`config.mk`:
```
export PLATFORM = sky130hd
export DESIGN_NAME = id_ex_stage_flat
export DESIGN_NICKNAME = d
export VERILOG_FILES = /design/src/rtl/pipe_pkg.sv /design/src/rtl/id_ex_stage_if.sv /design/src/rtl/load_use_hazard.sv /design/src/rtl/id_ex_stage.sv /design/src/flat_wrapper.sv
export SDC_FILE = /design/constraint.sdc
export NUM_CORES = 1
export LEC_CHECK = 0
export CORE_ASPECT_RATIO = 1.1
export CORE_MARGIN = 5
export CORE_UTILIZATION = 38
export CTS_CLUSTER_DIAMETER = 60
export DETAILED_ROUTE_END_ITERATION = 16
export GPL_ROUTABILITY_DRIVEN = 0
export PLACE_DENSITY = 0.8
export SYNTH_ARGS = -nofsm -noshare
export SYNTH_HDL_FRONTEND = slang
export SYNTH_HIERARCHICAL = 1
export SYNTH_SLANG_ARGS = --single-unit
```
`constraint.sdc`:
```
create_clock -name clk_i -period 1.6 [get_ports clk_i]
set_input_delay 0.16 -clock clk_i [delete_from_list [all_inputs] [get_ports clk_i]]
set_output_delay 0.16 -clock clk_i [all_outputs]
set_load 0.005 [all_outputs]
```
`src/rtl/pipe_pkg.sv`:
```
// ============================================================================
// Module   : pipe_pkg
// Purpose  : Shared pipeline types and constants (ALU op codes, widths,
//            bubble control bundle) used by the ID/EX stage.
// Revision : 1.0  initial release
// ============================================================================
`default_nettype none

package pipe_pkg;

   localparam int DATA_W_DEF  = 32;
   localparam int ADDR_W_DEF  = 5;
   localparam int ALUOP_W_DEF = 3;

   // Register r0 is hard-wired to zero, so writes to it never create hazards
   localparam int REG_ZERO = 0;

   typedef enum logic [2:0] {
      ALU_ADD = 3'd0,
      ALU_SUB = 3'd1,
      ALU_AND = 3'd2,
      ALU_OR  = 3'd3,
      ALU_XOR = 3'd4,
      ALU_SLT = 3'd5,
      ALU_SLL = 3'd6,
      ALU_SRL = 3'd7
   } alu_op_e;

   // Side-effecting controls that must be zero in a bubble
   typedef struct packed {
      logic reg_write;
      logic mem_read;
      logic mem_write;
      logic mem_to_reg;
   } side_ctrl_t;

   localparam side_ctrl_t CTRL_BUBBLE = '0;

endpackage

`default_nettype wire

```
`src/rtl/id_ex_stage_if.sv`:
```
// ============================================================================
// Module   : id_ex_stage_if
// Purpose  : Decode-side inputs and EX-side outputs of the ID/EX stage.
// Revision : 1.0  initial release
// ============================================================================
`default_nettype none

interface id_ex_stage_if #(
   parameter int DATA_W  = 32,
   parameter int ADDR_W  = 5,
   parameter int ALUOP_W = 3
) ();

   logic               valid_i;
   logic [ADDR_W-1:0]  RSaddr_i;
   logic [ADDR_W-1:0]  RTaddr_i;
   logic               uses_rs_i;
   logic               uses_rt_i;
   logic [ADDR_W-1:0]  RDaddr_i;
   logic [DATA_W-1:0]  RSdata_i;
   logic [DATA_W-1:0]  RTdata_i;
   logic [DATA_W-1:0]  imm_i;
   logic               RegWrite_i;
   logic               MemRead_i;
   logic               MemWrite_i;
   logic               MemtoReg_i;
   logic               ALUSrc_i;
   logic [ALUOP_W-1:0] ALUOp_i;
   logic               flush_i;
   logic               stall_i;

   logic               stall_o;
   logic               valid_o;
   logic [ADDR_W-1:0]  RSaddr_o;
   logic [ADDR_W-1:0]  RTaddr_o;
   logic [ADDR_W-1:0]  RDaddr_o;
   logic [DATA_W-1:0]  RSdata_o;
   logic [DATA_W-1:0]  RTdata_o;
   logic [DATA_W-1:0]  imm_o;
   logic               RegWrite_o;
   logic               MemRead_o;
   logic               MemWrite_o;
   logic               MemtoReg_o;
   logic               ALUSrc_o;
   logic [ALUOP_W-1:0] ALUOp_o;

   modport slave (
      input  valid_i, RSaddr_i, RTaddr_i, uses_rs_i, uses_rt_i, RDaddr_i,
             RSdata_i, RTdata_i, imm_i, RegWrite_i, MemRead_i, MemWrite_i,
             MemtoReg_i, ALUSrc_i, ALUOp_i, flush_i, stall_i,
      output stall_o, valid_o, RSaddr_o, RTaddr_o, RDaddr_o, RSdata_o,
             RTdata_o, imm_o, RegWrite_o, MemRead_o, MemWrite_o, MemtoReg_o,
             ALUSrc_o, ALUOp_o
   );

   modport master (
      output valid_i, RSaddr_i, RTaddr_i, uses_rs_i, uses_rt_i, RDaddr_i,
             RSdata_i, RTdata_i, imm_i, RegWrite_i, MemRead_i, MemWrite_i,
             MemtoReg_i, ALUSrc_i, ALUOp_i, flush_i, stall_i,
      input  stall_o, valid_o, RSaddr_o, RTaddr_o, RDaddr_o, RSdata_o,
             RTdata_o, imm_o, RegWrite_o, MemRead_o, MemWrite_o, MemtoReg_o,
             ALUSrc_o, ALUOp_o
   );

endinterface

`default_nettype wire

```
`src/rtl/load_use_hazard.sv`:
```
// ============================================================================
// Module   : load_use_hazard
// Purpose  : Combinational load-use detector: decode reads the register a
//            load currently in EX is about to write.
// Revision : 1.0  initial release
// ============================================================================
`default_nettype none

module load_use_hazard
   import pipe_pkg::*;
#(
   parameter int ADDR_W = 5
) (
   input  logic              valid_id_i,
   input  logic [ADDR_W-1:0] rs_addr_i,
   input  logic [ADDR_W-1:0] rt_addr_i,
   input  logic              uses_rs_i,
   input  logic              uses_rt_i,
   input  logic              valid_ex_i,
   input  logic              mem_read_ex_i,
   input  logic [ADDR_W-1:0] rd_addr_ex_i,
   output logic              hazard_o
);

   logic load_in_ex;
   logic rs_match;
   logic rt_match;

   always_comb begin
      load_in_ex = valid_id_i & valid_ex_i & mem_read_ex_i &
                   (rd_addr_ex_i != ADDR_W'(REG_ZERO));
      rs_match   = uses_rs_i & (rs_addr_i == rd_addr_ex_i);
      rt_match   = uses_rt_i & (rt_addr_i == rd_addr_ex_i);
      hazard_o   = load_in_ex & (rs_match | rt_match);
   end

endmodule

`default_nettype wire

```
`src/rtl/id_ex_stage.sv`:
```
// ============================================================================
// Module   : id_ex_stage
// Purpose  : ID/EX pipeline register with load-use bubble insertion, branch
//            flush and downstream stall hold. Optional bubble counter enabled
//            by defining ID_EX_STALL_CNT_EN (adds stall_cnt_o).
// Revision : 1.0  initial release
// ============================================================================
`default_nettype none

module id_ex_stage
   import pipe_pkg::*;
#(
   parameter int DATA_W  = DATA_W_DEF,
   parameter int ADDR_W  = ADDR_W_DEF,
   parameter int ALUOP_W = ALUOP_W_DEF
) (
   input  logic        clk_i,
   input  logic        rst_i,
   id_ex_stage_if.slave bus
`ifdef ID_EX_STALL_CNT_EN
   ,
   output logic [31:0] stall_cnt_o
`endif
);

   typedef struct packed {
      logic               valid;
      logic [ADDR_W-1:0]  rs_addr;
      logic [ADDR_W-1:0]  rt_addr;
      logic [ADDR_W-1:0]  rd_addr;
      logic [DATA_W-1:0]  rs_data;
      logic [DATA_W-1:0]  rt_data;
      logic [DATA_W-1:0]  imm;
      side_ctrl_t         ctrl;
      logic               alu_src;
      logic [ALUOP_W-1:0] alu_op;
   } stage_t;

   stage_t stage_q;
   stage_t stage_d;
   stage_t incoming;
   logic   hazard;

   load_use_hazard #(
      .ADDR_W (ADDR_W)
   ) u_hazard (
      .valid_id_i    (bus.valid_i),
      .rs_addr_i     (bus.RSaddr_i),
      .rt_addr_i     (bus.RTaddr_i),
      .uses_rs_i     (bus.uses_rs_i),
      .uses_rt_i     (bus.uses_rt_i),
      .valid_ex_i    (stage_q.valid),
      .mem_read_ex_i (stage_q.ctrl.mem_read),
      .rd_addr_ex_i  (stage_q.rd_addr),
      .hazard_o      (hazard)
   );

   always_comb begin
      incoming.valid           = bus.valid_i;
      incoming.rs_addr         = bus.RSaddr_i;
      incoming.rt_addr         = bus.RTaddr_i;
      incoming.rd_addr         = bus.RDaddr_i;
      incoming.rs_data         = bus.RSdata_i;
      incoming.rt_data         = bus.RTdata_i;
      incoming.imm             = bus.imm_i;
      incoming.ctrl.reg_write  = bus.RegWrite_i;
      incoming.ctrl.mem_read   = bus.MemRead_i;
      incoming.ctrl.mem_write  = bus.MemWrite_i;
      incoming.ctrl.mem_to_reg = bus.MemtoReg_i;
      incoming.alu_src         = bus.ALUSrc_i;
      incoming.alu_op          = bus.ALUOp_i;

      // A bubble still carries the decode data/address fields; only the
      // valid bit and side-effecting controls are killed.
      stage_d = stage_q;
      if (bus.flush_i) begin
         stage_d       = incoming;
         stage_d.valid = 1'b0;
         stage_d.ctrl  = CTRL_BUBBLE;
      end else if (bus.stall_i) begin
         stage_d = stage_q;
      end else if (hazard) begin
         stage_d       = incoming;
         stage_d.valid = 1'b0;
         stage_d.ctrl  = CTRL_BUBBLE;
      end else begin
         stage_d = incoming;
         if (!bus.valid_i) begin
            stage_d.ctrl = CTRL_BUBBLE;
         end
      end
   end

   always_ff @(posedge clk_i) begin
      if (rst_i) begin
         stage_q <= '0;
      end else begin
         stage_q <= stage_d;
      end
   end

   assign bus.stall_o    = ~rst_i & ~bus.flush_i & (hazard | bus.stall_i);
   assign bus.valid_o    = stage_q.valid;
   assign bus.RSaddr_o   = stage_q.rs_addr;
   assign bus.RTaddr_o   = stage_q.rt_addr;
   assign bus.RDaddr_o   = stage_q.rd_addr;
   assign bus.RSdata_o   = stage_q.rs_data;
   assign bus.RTdata_o   = stage_q.rt_data;
   assign bus.imm_o      = stage_q.imm;
   assign bus.RegWrite_o = stage_q.ctrl.reg_write;
   assign bus.MemRead_o  = stage_q.ctrl.mem_read;
   assign bus.MemWrite_o = stage_q.ctrl.mem_write;
   assign bus.MemtoReg_o = stage_q.ctrl.mem_to_reg;
   assign bus.ALUSrc_o   = stage_q.alu_src;
   assign bus.ALUOp_o    = stage_q.alu_op;

`ifdef ID_EX_STALL_CNT_EN
   logic [31:0] stall_cnt_q;
   logic [31:0] stall_cnt_d;

   // Counts only edges where a load-use bubble is actually inserted
   always_comb begin
      stall_cnt_d = stall_cnt_q;
      if (hazard && !bus.stall_i && !bus.flush_i && (stall_cnt_q != 32'hFFFF_FFFF)) begin
         stall_cnt_d = stall_cnt_q + 32'd1;
      end
   end

   always_ff @(posedge clk_i) begin
      if (rst_i) begin
         stall_cnt_q <= '0;
      end else begin
         stall_cnt_q <= stall_cnt_d;
      end
   end

   assign stall_cnt_o = stall_cnt_q;
`endif

endmodule

`default_nettype wire

```
`src/flat_wrapper.sv`:
```
// flat-port wrapper written by rule: the top's interface ports become plain ports
module id_ex_stage_flat import pipe_pkg::*;
#(
   parameter int DATA_W  = DATA_W_DEF,
   parameter int ADDR_W  = ADDR_W_DEF,
   parameter int ALUOP_W = ALUOP_W_DEF
)
  (clk_i, rst_i, bus_valid_i, bus_RSaddr_i, bus_RTaddr_i, bus_uses_rs_i, bus_uses_rt_i, bus_RDaddr_i, bus_RSdata_i, bus_RTdata_i, bus_imm_i, bus_RegWrite_i, bus_MemRead_i, bus_MemWrite_i, bus_MemtoReg_i, bus_ALUSrc_i, bus_ALUOp_i, bus_flush_i, bus_stall_i, bus_stall_o, bus_valid_o, bus_RSaddr_o, bus_RTaddr_o, bus_RDaddr_o, bus_RSdata_o, bus_RTdata_o, bus_imm_o, bus_RegWrite_o, bus_MemRead_o, bus_MemWrite_o, bus_MemtoReg_o, bus_ALUSrc_o, bus_ALUOp_o);
  id_ex_stage_if #(.DATA_W(DATA_W), .ADDR_W(ADDR_W), .ALUOP_W(ALUOP_W)) bus_i ();
  input  logic clk_i;
  input  logic rst_i;
  input wire logic [$bits(bus_i.valid_i)-1:0] bus_valid_i;
  input wire logic [$bits(bus_i.RSaddr_i)-1:0] bus_RSaddr_i;
  input wire logic [$bits(bus_i.RTaddr_i)-1:0] bus_RTaddr_i;
  input wire logic [$bits(bus_i.uses_rs_i)-1:0] bus_uses_rs_i;
  input wire logic [$bits(bus_i.uses_rt_i)-1:0] bus_uses_rt_i;
  input wire logic [$bits(bus_i.RDaddr_i)-1:0] bus_RDaddr_i;
  input wire logic [$bits(bus_i.RSdata_i)-1:0] bus_RSdata_i;
  input wire logic [$bits(bus_i.RTdata_i)-1:0] bus_RTdata_i;
  input wire logic [$bits(bus_i.imm_i)-1:0] bus_imm_i;
  input wire logic [$bits(bus_i.RegWrite_i)-1:0] bus_RegWrite_i;
  input wire logic [$bits(bus_i.MemRead_i)-1:0] bus_MemRead_i;
  input wire logic [$bits(bus_i.MemWrite_i)-1:0] bus_MemWrite_i;
  input wire logic [$bits(bus_i.MemtoReg_i)-1:0] bus_MemtoReg_i;
  input wire logic [$bits(bus_i.ALUSrc_i)-1:0] bus_ALUSrc_i;
  input wire logic [$bits(bus_i.ALUOp_i)-1:0] bus_ALUOp_i;
  input wire logic [$bits(bus_i.flush_i)-1:0] bus_flush_i;
  input wire logic [$bits(bus_i.stall_i)-1:0] bus_stall_i;
  output wire logic [$bits(bus_i.stall_o)-1:0] bus_stall_o;
  output wire logic [$bits(bus_i.valid_o)-1:0] bus_valid_o;
  output wire logic [$bits(bus_i.RSaddr_o)-1:0] bus_RSaddr_o;
  output wire logic [$bits(bus_i.RTaddr_o)-1:0] bus_RTaddr_o;
  output wire logic [$bits(bus_i.RDaddr_o)-1:0] bus_RDaddr_o;
  output wire logic [$bits(bus_i.RSdata_o)-1:0] bus_RSdata_o;
  output wire logic [$bits(bus_i.RTdata_o)-1:0] bus_RTdata_o;
  output wire logic [$bits(bus_i.imm_o)-1:0] bus_imm_o;
  output wire logic [$bits(bus_i.RegWrite_o)-1:0] bus_RegWrite_o;
  output wire logic [$bits(bus_i.MemRead_o)-1:0] bus_MemRead_o;
  output wire logic [$bits(bus_i.MemWrite_o)-1:0] bus_MemWrite_o;
  output wire logic [$bits(bus_i.MemtoReg_o)-1:0] bus_MemtoReg_o;
  output wire logic [$bits(bus_i.ALUSrc_o)-1:0] bus_ALUSrc_o;
  output wire logic [$bits(bus_i.ALUOp_o)-1:0] bus_ALUOp_o;
  assign bus_i.valid_i = bus_valid_i;
  assign bus_i.RSaddr_i = bus_RSaddr_i;
  assign bus_i.RTaddr_i = bus_RTaddr_i;
  assign bus_i.uses_rs_i = bus_uses_rs_i;
  assign bus_i.uses_rt_i = bus_uses_rt_i;
  assign bus_i.RDaddr_i = bus_RDaddr_i;
  assign bus_i.RSdata_i = bus_RSdata_i;
  assign bus_i.RTdata_i = bus_RTdata_i;
  assign bus_i.imm_i = bus_imm_i;
  assign bus_i.RegWrite_i = bus_RegWrite_i;
  assign bus_i.MemRead_i = bus_MemRead_i;
  assign bus_i.MemWrite_i = bus_MemWrite_i;
  assign bus_i.MemtoReg_i = bus_MemtoReg_i;
  assign bus_i.ALUSrc_i = bus_ALUSrc_i;
  assign bus_i.ALUOp_i = bus_ALUOp_i;
  assign bus_i.flush_i = bus_flush_i;
  assign bus_i.stall_i = bus_stall_i;
  assign bus_stall_o = bus_i.stall_o;
  assign bus_valid_o = bus_i.valid_o;
  assign bus_RSaddr_o = bus_i.RSaddr_o;
  assign bus_RTaddr_o = bus_i.RTaddr_o;
  assign bus_RDaddr_o = bus_i.RDaddr_o;
  assign bus_RSdata_o = bus_i.RSdata_o;
  assign bus_RTdata_o = bus_i.RTdata_o;
  assign bus_imm_o = bus_i.imm_o;
  assign bus_RegWrite_o = bus_i.RegWrite_o;
  assign bus_MemRead_o = bus_i.MemRead_o;
  assign bus_MemWrite_o = bus_i.MemWrite_o;
  assign bus_MemtoReg_o = bus_i.MemtoReg_o;
  assign bus_ALUSrc_o = bus_i.ALUSrc_o;
  assign bus_ALUOp_o = bus_i.ALUOp_o;
  id_ex_stage #(.DATA_W(DATA_W), .ADDR_W(ADDR_W), .ALUOP_W(ALUOP_W)) u_core (.clk_i(clk_i), .rst_i(rst_i), .bus(bus_i));
endmodule
```
==> results of run 1 <==
-- path summary, 6_finish.rpt --
check        cells after the start  slack (ns)                 endpoint                     from
max reg2reg                      7       -0.09    u_core/bus.MemtoReg_o   u_core/bus.RDaddr_o[1]
min                              3        0.06       u_core/bus.valid_o                    rst_i
max                              7       -0.42              bus_stall_o   u_core/bus.RDaddr_o[3]
min reg2reg                      2        0.45  u_core/bus.RTdata_o[31]  u_core/bus.RTdata_o[31]
-- flip-flops by register name, indices dropped and copies added, names as in the netlist --
signal and cells:
u_core/bus.ALUOp_o 3, u_core/bus.MemWrite_o 1, u_core/bus.valid_o 1, u_core/bus.RegWrite_o 1, u_core/bus.RSaddr_o 5, u_core/bus.ALUSrc_o 1, u_core/bus.RTaddr_o 5, u_core/bus.RDaddr_o 5
u_core/bus.RTdata_o 32, u_core/bus.MemtoReg_o 1, u_core/bus.RSdata_o 32, u_core/bus.MemRead_o 1, u_core/bus.imm_o 32
-- cell type report --
class | instances | area [sq um]
sequential | 120 | 2420
clock inverter | 8 | 97.6
fill | 869 | 3390
tap | 147 | 184
clock buffer | 22 | 474
timing repair buffer | 268 | 2710
multi-input combinational | 383 | 1740
-- stage by stage --
step | setup TNS (ns) | std cells | hold slack [ns]
2_1_floorplan | 0 | 542 | 0.290
3_3_place_gp | -4.21 | 916 | 0.437
3_5_place_dp | -6.19 | 916 | 0.442
4_1_cts | -1.09 | 948 | 0.0264
5_1_grt | -1.23 | 948 | 0.0351
6_report | -0.844 | 948 | 0.0553
-- routing by layer --
layer | GRT usage, % | up-vias | share of wire, %
li1 | - | 2239 | -
met1 | 23.1 | 2091 | 38
met2 | 36.2 | 200 | 50
met3 | 11.8 | 18 | 10
met4 | 7.00 | 0 | 1.7
met5 | 0 | - | 0
-- kinds of logic (layout without fill, tap and decap cells) --
family	count (synthesis)	count (layout)	share of synthesized area, %
and+or+nand+nor	251	251	22.4
AOI/OAI and AO/OA	122	122	14.3
DFF	120	120	55.8
buffers and inverters	39	298	5.44
xor gates and xnor gates	10	10	2.04
-- worst max-delay path, cell delays in order (launching register included) --
cell and delay [ns]:
dfxtp_4 0.36, xor2_1 0.15, nor4_1 0.32, nand3_1 0.15, a21oi_2 0.21, nor2_2 0.06, nor2_1 0.08, buf_2 0.12
-- synthesized netlist by cell type --
cell / count / area [sq um]
nand2_1: 236 / 886
dfxtp_1: 120 / 2400
a21oi_1: 117 / 586
clkbuf_1: 18 / 67.6
buf_2: 13 / 65.1
xor2_1: 8 / 70.1
nand3_1: 6 / 30.0
buf_8: 5 / 75.1
o21ai_0: 4 / 20.0
nor2_1: 3 / 11.3
buf_4: 2 / 15.0
nor4_1: 2 / 12.5
xnor2_1: 2 / 17.5
buf_6: 1 / 11.3
nand2b_1: 1 / 6.26
nor2b_1: 1 / 6.26
o2111ai_1: 1 / 8.76
or2_2: 1 / 6.26
or4_1: 1 / 7.51
-- timing repair --
item                                    CTS  global route
gates resized for setup                  21            14
buffers inserted                          2             1
endpoints found under the setup margin   11            10
pin swaps                                 7             9
-- report_power, final --
group          leakage, uW  switching, uW  internal (uW)  total (uW)
sequential        0.000998           98.1           3180        3270
combinational      0.00183            456            735        1190
clock             0.000274           1270           2390        3660
==> impl_metrics.json, run 1 <==
{
  "worstSetupEndpointType": "output port",
  "dp_slack_ns": -0.774,
  "grt_pass1_wl_mm": 23.2,
  "grt_max_degree": 74,
  "antenna_cells": 0,
  "hold_class": "in -> reg",
  "status": "finished, violations left",
  "grt_overflow": 0,
  "setup_viol": 6,
  "yosys_warnings": 6,
  "pin_count": 247,
  "critPathLaunchType": "register",
  "slew-limit-headroom_pct": 49.8,
  "grt_antenna_before_repair": 0,
  "path_max_fanout": 4,
  "drc": 0,
  "finalCritPeriodShare_pct": 126,
  "final_common_cell": "clkdlybuf4s50_1",
  "layout.nets": 916,
  "final_cell_mix": "clkdlybuf4s50_1, nand2_1, a21oi_1",
  "postLayoutCoreUtil_pct": 69.3,
  "syn_avg_cell_area_sq_um": 7.94,
  "drive_gt1_share_pct": 8.74,
  "die-area_sq_um": 13600,
  "areaGrowthSynthToFinish_pct": 77.2,
  "grt_pass1_vias": 4537,
  "die_height_um": 122,
  "dpl_cell_area_sq_um": 6950,
  "p_leak_uw": 0.00310,
  "syn_inst": 542,
  "htree_levels": 4,
  "port_buffers": 246,
  "fin_area_sq_um": 7620,
  "seq_area_frac_synth_pct": 55.8,
  "cts.sinks": 120,
  "fmax_mhz": 495,
  "cts_tree": "built",
  "rsz0062_at_grt": "yes",
  "ir_worst_vdd_v": 0.000691,
  "fin_ws_ns": -0.421,
  "ant_nets": 0,
  "p_per_area_nw_per_um2": 1070,
  "syn_nets": 668,
  "gr-usage-all-layers_pct": 21.5,
  "hold_viol": 0,
  "drt-wirelength-per-cell_um": 15.8,
  "rows": 40,
  "required_ns": 1.44,
  "clk_latency_ns": 0.40,
  "core-area_sq_um": 11000,
  "clockRootBuffer": "clkbuf_16",
  "clkTransAtPathRegs_ns": 0.05,
  "initial_core_util_pct": 39.1,
  "die_x_um": 111,
  "cp.arrival_ns": 1.86,
  "worstMarginPinSlew_ns": 0.754,
  "hpwlAfterDp_mm": 10.8,
  "clock_skew_ns": 0.00859,
  "violations": "setup timing",
  "ys_types": 19,
  "drtIter0Drc": 288,
  "yosys_register_bits": 120,
  "slew_violations": 0,
  "dr.pass1.iters": 4,
  "fin_crit_ns": 2.02,
  "wl_mm": 15.0,
  "cts_buffers": 17,
  "crit_type": "reg -> out",
  "cts_buffer_depth": 2,
  "syn_area_sq_um": 4300,
  "drv_cap": 0,
  "holdBufCountCts": 0,
  "num_vias": 4548,
  "viasPerCell": 4.80,
  "power_uw": 8120
}
(Power assumes the default switching activity.)
==> run 2: changes to the inputs <==
--- a/config.mk
+++ b/config.mk
@@ -5,6 +5,7 @@
 export SDC_FILE = /design/constraint.sdc
 export NUM_CORES = 1
 export LEC_CHECK = 0
+export ABC_AREA = 1
 export CORE_ASPECT_RATIO = 1.1
 export CORE_MARGIN = 5
 export CORE_UTILIZATION = 38
==> run 2 against run 1 <==
Net effect: the run still ends with setup timing left; utilization fell by 1.7 points; design area rose by 0.41%; wire length rose by 2.1%; via count rose by 3.4%; final cell count rose by 4.6%.
==> impl_metrics.json, run 2 <==
{
  "status": "finished, violations left",
  "violations": "setup timing",
  "ant_nets": 0,
  "yosys_warnings": 6,
  "syn_inst": 578,
  "ys_types": 15,
  "slowest_stage": "dfxtp_2",
  "die_height_um": 122,
  "drtIter0Drc": 268,
  "final_cell_mix": "clkdlybuf4s50_1, nor2_1, dfxtp_1",
  "grt_pass1_vias": 4886,
  "layout.nets": 956,
  "fmax_mhz": 572,
  "num_vias": 4702,
  "setup_viol": 1,
  "p_per_area_nw_per_um2": 1060,
  "wl_mm": 15.3,
  "grt_antenna_before_repair": 0,
  "required_ns": 1.44,
  "synth_area_leader_cell": "dfxtp_1",
  "drt-wirelength-per-cell_um": 15.4,
  "finalCritPeriodShare_pct": 109,
  "cts_buffer_depth": 2,
  "syn_nets": 704,
  "worstSetupEndpointType": "output port",
  "die-area_sq_um": 13700,
  "cts.sinks": 120,
  "cts_buffers": 17,
  "rsz0062_at_grt": "yes",
  "grt_pass1_wl_mm": 23.9,
  "fin_ws_ns": -0.149,
  "clockRootBuffer": "clkbuf_16",
  "grt_max_degree": 87,
  "path_buf_inv": 2,
  "crit_type": "reg -> out",
  "crit_family": "simple AND/OR/NAND/NOR gates",
  "placed_cells": 960,
  "clock_skew_ns": 0.00619,
  "cp.arrival_ns": 1.59,
  "dp_slack_ns": -0.544,
  "drc": 0,
  "seq_area_frac_synth_pct": 55.2,
  "synth.most_common_cell": "nor2_1",
  "port_buffers": 246,
  "crit_start": "u_core/bus.RDaddr_o[3]",
  "areaGrowthSynthToFinish_pct": 75.9,
  "die_x_um": 112,
  "hold_class": "in -> reg",
  "pin_count": 247,
  "syn_area_sq_um": 4350,
  "postSynth.asyncResetShare_pct": 0,
  "slew-limit-headroom_pct": 77.8,
  "antenna_cells": 0,
  "fin_area_sq_um": 7660,
  "critPathLaunchType": "register",
  "ir_worst_vdd_v": 0.000837,
  "fin_setup_tns_ns": -0.149,
  "dpl_cell_area_sq_um": 7050,
  "slew_violations": 0,
  "p_leak_uw": 0.00316,
  "initial_core_util_pct": 38.4,
  "clk_latency_ns": 0.40,
  "gr-usage-all-layers_pct": 21.7,
  "grt_overflow": 0,
  "htree_levels": 4,
  "ys.flop_type": "dfxtp_1",
  "hpwlAfterDp_mm": 11.3,
  "fillerInstances": 907,
  "hold_slack_ns": 0.341,
  "fin_cells": 992,
  "r2r_start": "u_core/bus.RDaddr_o[3]",
  "final_common_cell": "clkdlybuf4s50_1",
  "yosys_register_bits": 120,
  "yosys-top-cells-count": "nor2_1, dfxtp_1, o21ai_0",
  "rows": 41,
  "syn_avg_cell_area_sq_um": 7.53,
  "cts_tree": "built",
  "synth-edff-count": 0,
  "worstHoldStart": "bus_imm_i[24]",
  "fin_crit_ns": 1.75,
  "synth_top_area_share_pct": 55.2,
  "drv_cap": 0,
  "drive_gt1_share_pct": 9.03,
  "worstPathCellList": "inv_2 > nand2_1 > nand2_1 > nor2_2 > nand3_2 > a21oi_2 > nor2_2 > nor2_1 > buf_2",
  "dr.pass1.iters": 4,
  "core-area_sq_um": 11300,
  "path_max_fanout": 3,
  "worstMarginPinSlew_ns": 0.333,
  "hold_viol": 0,
  "viasPerCell": 4.74,
  "synth.area.top_cells": "dfxtp_1, nor2_1, o21ai_0",
  "clkTransAtPathRegs_ns": 0.05,
  "rrSetupSlack_ns": 0.22,
  "worst_path_largest_cell_delay_ns": 0.35
}
==> run 2: what timing repair did <==
action / CTS / global route
endpoints found under the hold margin: 0 / 0
resized for setup: 18 / 8
buffers inserted: 2 / 0
gates cloned: 0 / 0
hold buffers: 0 / 0
pin swaps: 8 / 1
setup endpoints to repair: 4 / 8
==> run 2: final cells by class <==
class                      instances  area (sq um)  share of cell area, %
timing repair buffer             269          2710                   35.4
sequential                       120          2410                   31.5
multi-input combinational        405          1730                   22.6
clock buffer                      22           474                   6.19
tap                              150           188                   2.45
clock inverter                     9          75.1                  0.981
inverter                          17          65.1                  0.850
==> run 2: cell families after synthesis <==
| family | count (synthesis) | share of synthesized area (%) |
|---|---|---|
| compound gates | 122 | 14.0 |
| simple gates | 283 | 24.8 |
| flops | 120 | 55.2 |
| buf+inv | 53 | 5.98 |
==> run 2: through the flow <==
step	util (%)	power (uW)
detailed placement	62.2	4690
global route	67.5	8480
floorplan	-	3780
CTS	67.3	8200
global placement	62.2	4650
finish	67.5	8120
==> run 2: path summary, 6_finish.rpt <==
kind                      endpoint  depth (start not counted)
max                    bus_stall_o                          9
min           u_core/bus.imm_o[24]                          3
max reg2reg  u_core/bus.MemtoReg_o                         10
min reg2reg  u_core/bus.RegWrite_o                          2
==> run 2: routing by layer <==
metal / share of wire, % / GRT usage (%)
met1: 37 / 22.6
met2: 52 / 39.6
met3: 8.8 / 8.63
met4: 1.9 / 7.81
met5: 0 / 0
==> run 2: worst reg2reg max path, delay by kind of cell, from the launching register on <==
kind                   cells  cell delay, ns
buffers and inverters      2            0.22
AO/OA/AOI/OAI              2            0.24
AND/OR/NAND/NOR            6            0.47
flip-flops                 1            0.35
==> run 2: where the power goes <==
group | switching, uW | leakage (uW) | internal, uW
Clock | 1250 | 0.000271 | 2230
Combinational | 518 | 0.00189 | 803
Sequential | 113 | 0.00100 | 3210
Total | 1880 | 0.00316 | 6240
